File: config.mk
export PLATFORM = sky130hd
export DESIGN_NAME = bf_mem_wait
export DESIGN_NICKNAME = d
export VERILOG_FILES = /design/src/rtl/bf_mem_pkg.sv /design/src/rtl/bf_mem_array.sv /design/src/rtl/bf_mem_wait.sv
export SDC_FILE = /design/constraint.sdc
export NUM_CORES = 2
export LEC_CHECK = 0
export BUFFER_PORTS_ARGS = -buffer_cell sky130_fd_sc_hd__buf_2
export CAP_MARGIN = 0
export CORE_UTILIZATION = 50
export DETAILED_ROUTE_END_ITERATION = 7
export PLACE_DENSITY = 0.68
export SLEW_MARGIN = 25
export SYNTH_ARGS = -nofsm -noshare
export SYNTH_HDL_FRONTEND = slang
export SYNTH_HIERARCHICAL = 1
export SYNTH_SLANG_ARGS = --single-unit
File: constraint.sdc
create_clock -name i_clk -period 2.92 [get_ports i_clk]
set_clock_uncertainty 0.15 [all_clocks]
set_input_delay 0.292 -clock i_clk [delete_from_list [all_inputs] [get_ports i_clk]]
set_output_delay 0.292 -clock i_clk [all_outputs]
set_load 0.01 [all_outputs]
File: src/rtl/bf_mem_pkg.sv
// Shared definitions for the bf8b wait-state memory: FSM encodings, latency bound,
// and the wait-counter width helper.
package bf_mem_pkg;

    localparam logic [1:0] ST_IDLE = 2'd0;
    localparam logic [1:0] ST_WAIT = 2'd1;
    localparam logic [1:0] ST_RESP = 2'd2;

    localparam int unsigned LATENCY_MAX = 15;

    // A latency of 0 or 1 still gets a 1-bit counter so the register never collapses.
    function automatic int unsigned cnt_width(input int unsigned lat);
        return (lat < 2) ? 1 : $clog2(lat + 1);
    endfunction

endpackage

File: src/rtl/bf_mem_array.sv
// Single-port synchronous storage array, read-first: a write edge returns the old word.
// No reset; contents are undefined until written.
module bf_mem_array
    import bf_mem_pkg::*;
#(
    parameter int unsigned DATA_W = 8,
    parameter int unsigned ADDR_W = 8
) (
    input  logic              i_clk,
    input  logic              i_we,
    input  logic [ADDR_W-1:0] i_addr,
    input  logic [DATA_W-1:0] i_wdata,
    output logic [DATA_W-1:0] o_rdata
);

    logic [DATA_W-1:0] r_mem [2**ADDR_W];
    logic [DATA_W-1:0] r_rdata;

    always_ff @(posedge i_clk) begin
        if (i_we) begin
            r_mem[i_addr] <= i_wdata;
        end
        r_rdata <= r_mem[i_addr];
    end

    assign o_rdata = r_rdata;

endmodule

File: src/rtl/bf_mem_wait.sv
// Parametrised single-port memory with req/ready handshake and configurable wait states.
// Define MEM_WRPROT_EN to make addresses 0..ROM_TOP read-only (writes flagged with err).
module bf_mem_wait
    import bf_mem_pkg::*;
#(
    parameter int unsigned       DATA_W  = 8,
    parameter int unsigned       ADDR_W  = 8,
    parameter int unsigned       LATENCY = 0,
    parameter logic [ADDR_W-1:0] ROM_TOP = 'h1F
) (
    input  logic              i_clk,
    input  logic              i_rst_n,
    input  logic              i_req,
    input  logic              i_we,
    input  logic [ADDR_W-1:0] i_addr,
    input  logic [DATA_W-1:0] i_wdata,
    output logic [DATA_W-1:0] o_rdata,
    output logic              o_ready,
    output logic              o_busy,
    output logic              o_err
);

    localparam int unsigned LAT      = (LATENCY > LATENCY_MAX) ? LATENCY_MAX : LATENCY;
    localparam int unsigned CNT_W    = cnt_width(LAT);
    localparam logic [CNT_W-1:0] CNT_LOAD = CNT_W'((LAT == 0) ? 0 : LAT - 1);
`ifdef MEM_WRPROT_EN
    localparam bit WRPROT = 1'b1;
`else
    localparam bit WRPROT = 1'b0;
`endif

    logic [1:0]        r_state, w_state_next;
    logic [CNT_W-1:0]  r_cnt, w_cnt_next;
    logic              r_we;
    logic [ADDR_W-1:0] r_addr;
    logic [DATA_W-1:0] r_wdata;
    logic [DATA_W-1:0] r_rdata_hold;

    logic              w_accept;
    logic              w_enter_resp;
    logic              w_sel_we;
    logic [ADDR_W-1:0] w_sel_addr;
    logic [DATA_W-1:0] w_sel_wdata;
    logic              w_sel_prot;
    logic              w_q_prot;
    logic              w_arr_we;
    logic [DATA_W-1:0] w_arr_rdata;
    logic [DATA_W-1:0] w_resp_data;

    assign w_accept     = i_req && ((r_state == ST_IDLE) || (r_state == ST_RESP));
    assign w_enter_resp = (w_accept && (LAT == 0)) || ((r_state == ST_WAIT) && (r_cnt == '0));

    // With zero wait states the array must see the bus directly on the accept edge.
    assign w_sel_we    = w_accept ? i_we    : r_we;
    assign w_sel_addr  = w_accept ? i_addr  : r_addr;
    assign w_sel_wdata = w_accept ? i_wdata : r_wdata;

    assign w_sel_prot = WRPROT && (w_sel_addr <= ROM_TOP);
    assign w_q_prot   = WRPROT && (r_addr <= ROM_TOP);
    assign w_arr_we   = w_enter_resp && w_sel_we && !w_sel_prot;

    bf_mem_array #(
        .DATA_W (DATA_W),
        .ADDR_W (ADDR_W)
    ) u_array (
        .i_clk   (i_clk),
        .i_we    (w_arr_we),
        .i_addr  (w_sel_addr),
        .i_wdata (w_sel_wdata),
        .o_rdata (w_arr_rdata)
    );

    // Array is read-first, so a committed write is reflected by forwarding the captured data.
    assign w_resp_data = (r_we && !w_q_prot) ? r_wdata : w_arr_rdata;

    always_comb begin
        w_state_next = r_state;
        w_cnt_next   = r_cnt;
        case (r_state)
            ST_IDLE, ST_RESP: begin
                if (w_accept) begin
                    if (LAT == 0) begin
                        w_state_next = ST_RESP;
                    end else begin
                        w_state_next = ST_WAIT;
                        w_cnt_next   = CNT_LOAD;
                    end
                end else begin
                    w_state_next = ST_IDLE;
                end
            end
            ST_WAIT: begin
                if (r_cnt == '0) begin
                    w_state_next = ST_RESP;
                end else begin
                    w_cnt_next = r_cnt - CNT_W'(1);
                end
            end
            default: w_state_next = ST_IDLE;
        endcase
    end

    always_ff @(posedge i_clk or negedge i_rst_n) begin
        if (!i_rst_n) begin
            r_state      <= ST_IDLE;
            r_cnt        <= '0;
            r_we         <= 1'b0;
            r_addr       <= '0;
            r_wdata      <= '0;
            r_rdata_hold <= '0;
        end else begin
            r_state <= w_state_next;
            r_cnt   <= w_cnt_next;
            if (w_accept) begin
                r_we    <= i_we;
                r_addr  <= i_addr;
                r_wdata <= i_wdata;
            end
            if (r_state == ST_RESP) begin
                r_rdata_hold <= w_resp_data;
            end
        end
    end

    assign o_ready = (r_state == ST_RESP);
    assign o_busy  = (r_state == ST_WAIT);
    assign o_err   = (r_state == ST_RESP) && r_we && w_q_prot;
    assign o_rdata = (r_state == ST_RESP) ? w_resp_data : r_rdata_hold;

endmodule

==> impl_metrics.ini <==
[outcome]
status = finished with violations
violations = setup timing

[synth]
syn_inst = 3623
synth-seq-area-share_pct = 78.28
post_synth_num_cell_types = 30
ys.flop_type = edfxtp_1
synth-async-reset-ratio_pct = 1.249
yosysTopAreaCell = edfxtp_1
avgSynthCellArea_sq_um = 21.97
yosysWarnings = 6
ys_top_cells_by_area = edfxtp_1 (77%), mux4_2 (14%), a22oi_1 (2.4%)
synth_edf_count = 2048
synthesis.area_sq_um = 79600
synth_top_area_share_pct = 77.26
ys_ff_latch = 2082

[drt]
ant_nets = 0
wirelength_um = 198400
drc = 0
drt-wirelength-per-cell_um = 30.21
via_per_inst = 6.212
first_pass_iters = 8
first_iter_violations = 4696
num_vias = 40800

[timing]
tightest_slew_ps = 916.8
fin_ws_ps = -291.9
min_period_ps = 3212
rsz0062_at_grt = true
slew_viol_final = 0
period_share_pct = 110.0
hold_viol = 0
fmax_mhz = 311.3
relSlewSlack_pct = 38.88
setup_violations = 8

[global_route]
grt_pass1_wl_um = 288300
grt_pass1_vias = 41240
antenna_found_initial = 5
grt_max_degree = 128
grt.total_usage_pct = 24.81
grt_overflow = 0

[floorplan]
io_pins = 31
rows = 146
die_area_sq_um = 160800
die_h_um = 401.0
die_x_um = 401.0
initial_core_util_pct = 50.31
core_sq_um = 158200

[clocking]
clk_path_buf_depth = 3
cts_num_sinks = 2082
cts_tree = yes
clkLatencyLatePin_ps = 840
cts-htree-levels = 4
clkTransAtPathRegs_ps = 60
cts_buffers = 203
root_buffer = clkbuf_16

[setup_path]
start_kind = flip-flop
critical-path-max-stage-delay_ps = 450
r2r_cells = 11
crit_chain = mux2_8 -> buf_16 -> buf_4 -> buf_4 -> mux4_2 -> a22oi_1 -> a21oi_1 -> buf_4 -> o41ai_2 -> buf_4 -> nand4_1
path_buf_inv = 5
critPathCaptureType = flip-flop
crit_arrival_ps = 3760
r2r-end = u_array/o_rdata[5]
r2r-start = r_addr[0]
worstSetupPathType = flip-flop to flip-flop
cp_top_family = multiplexers
crit_top_cell = buf_4
cp_slowest_cell = mux4_2
reg2reg_slack_ps = -290
cp_data_required_time_ps = 3470
crit_path_max_fanout = 8

[worst_hold_path]
min_to = r_addr[1]
hold_depth = 3
hold_start = i_addr[1]
min_path_type = input port to flip-flop

[layout]
area_growth_syn_to_layout_pct = 20.94
layout_commonest_cell = edfxtp_1
fill_cells = 10770
design_area_sq_um = 96260
nets = 4338
multiInputGateArea_sq_um = 17540
regArea_sq_um = 62310
drive_above_1_share_pct = 38.73
layout_common_cells = edfxtp_1 (2048), buf_4 (558), mux4_2 (512)

[placement]
place_area_sq_um = 88480
dp_hpwl_um = 125900
port-buffer-count = 28
gp_congestion = 0.8592

[flow_run]
cap_violations = 0

[power_and_ir_drop]
power_density_nw_per_um2 = 689.9
fin_total_pwr_w = 0.06641
p_leak_nw = 30.82
ir_worst_vdd_mv = 0.7636
area by class of cell:
class	count	area share, %
Antenna cell	3	0.007799
Clock buffer	256	5.657
Multi-Input combinational cell	1302	18.22
Sequential cell	2082	64.73
Timing Repair Buffer	728	7.331
Tap cell	2072	2.693
Clock inverter	124	1.356
Inverter	1	0.003899
registers in the layout, summed over array words and instances (netlist names):
register	cells
r_rdata_hold	8
r_we	1
u_array/o_rdata	8
r_state	1
r_addr	8
r_wdata	8
u_array/r_mem	2048
cells in the mapped netlist (7+ instances only):
master / count
edfxtp_1: 2048
mux4_2: 512
a22oi_1: 256
nor2_1: 240
clkbuf_1: 145
a21oi_1: 136
buf_2: 36
o41ai_1: 32
nor3_1: 30
nand2_1: 28
dfrtp_1: 26
buf_4: 20
buf_1: 19
buf_6: 17
nand3_1: 13
mux2_4: 9
dfxtp_1: 8
mux2_2: 8
mux2i_1: 8
nand4_1: 8
nor2b_1: 7
metal layers:
| layer | share of wire [%] | global-route usage, % | wire, um | vias up |
|---|---|---|---|---|
| li1 | - | - | - | 16770 |
| met1 | 40 | 35.84 | 79780 | 21630 |
| met2 | 48 | 38.61 | 94730 | 2072 |
| met3 | 9.3 | 5.216 | 18380 | 326 |
| met4 | 2.8 | 7.112 | 5523 | 4 |
| met5 | 0.014 | 0 | 27 | - |
worst max-delay path by stage:
| stage | from | end | depth (start not counted) | slack (ps) |
|---|---|---|---|---|
| detailed placement | i_req | u_array/o_rdata[7] | 10 | -840 |
| global placement | i_req | u_array/o_rdata[7] | 11 | -1280 |
| floorplan | i_req | u_array/r_mem[218][0] | 11 | -130 |
| finish | r_addr[0] | u_array/o_rdata[5] | 11 | -290 |
| CTS | r_addr[0] | u_array/o_rdata[2] | 10 | -250 |
| global route | r_addr[0] | u_array/o_rdata[5] | 10 | -360 |
power breakdown:
part | leakage, nW | total (W) | internal (W) | switching, W
Sequential | 18.8 | 0.0335 | 0.0334 | 0.000118
Clock | 3.27 | 0.0263 | 0.0152 | 0.0111
Combinational | 8.78 | 0.00658 | 0.00271 | 0.00387
kinds of logic (layout without fill, tap and decap cells):
logic type | Yosys count | after routing | share of synthesized area, %
DFF | 2082 | 2082 | 78.28
buffers and inverters | 240 | 1109 | 1.465
other | 1 | 5 | 0.004711
muxes | 537 | 537 | 14.87
AOI/OAI and AO/OA | 424 | 424 | 3.622
and+or+nand+nor | 339 | 339 | 1.756
metrics by stage:
stage	hold WS (ps)	utilization (%)	std cells	setup TNS, ps	worst slack, ps
floorplan	-153.6	-	3624	-122560	-133.2
global placement	243.8	55.91	6152	-363210	-1283
detailed placement	250.9	55.93	6152	-404650	-841.6
CTS	15.70	60.70	6560	-1821	-250.8
global route	38.09	60.85	6567	-2394	-361.1
finish	64.39	60.85	6568	-1915	-291.9
worst reg2reg max path: cells and delay by family, from the launching register on:
family                 cells  cell delay, ps
buffers and inverters      5             830
AND/OR/NAND/NOR            1              90
AO/OA/AOI/OAI              3             790
multiplexers               2             850
flip-flops                 1             380
timing repair:
action,4_1_cts,5_1_grt
pin swaps,17,4
setup buffers,18,5
gates resized for setup,88,34
setup endpoints to repair,12,18
gates cloned,2,0
hold buffers,10,0
hold endpoints to repair,33,0
Note: power is estimated with default switching activity, not from simulation.
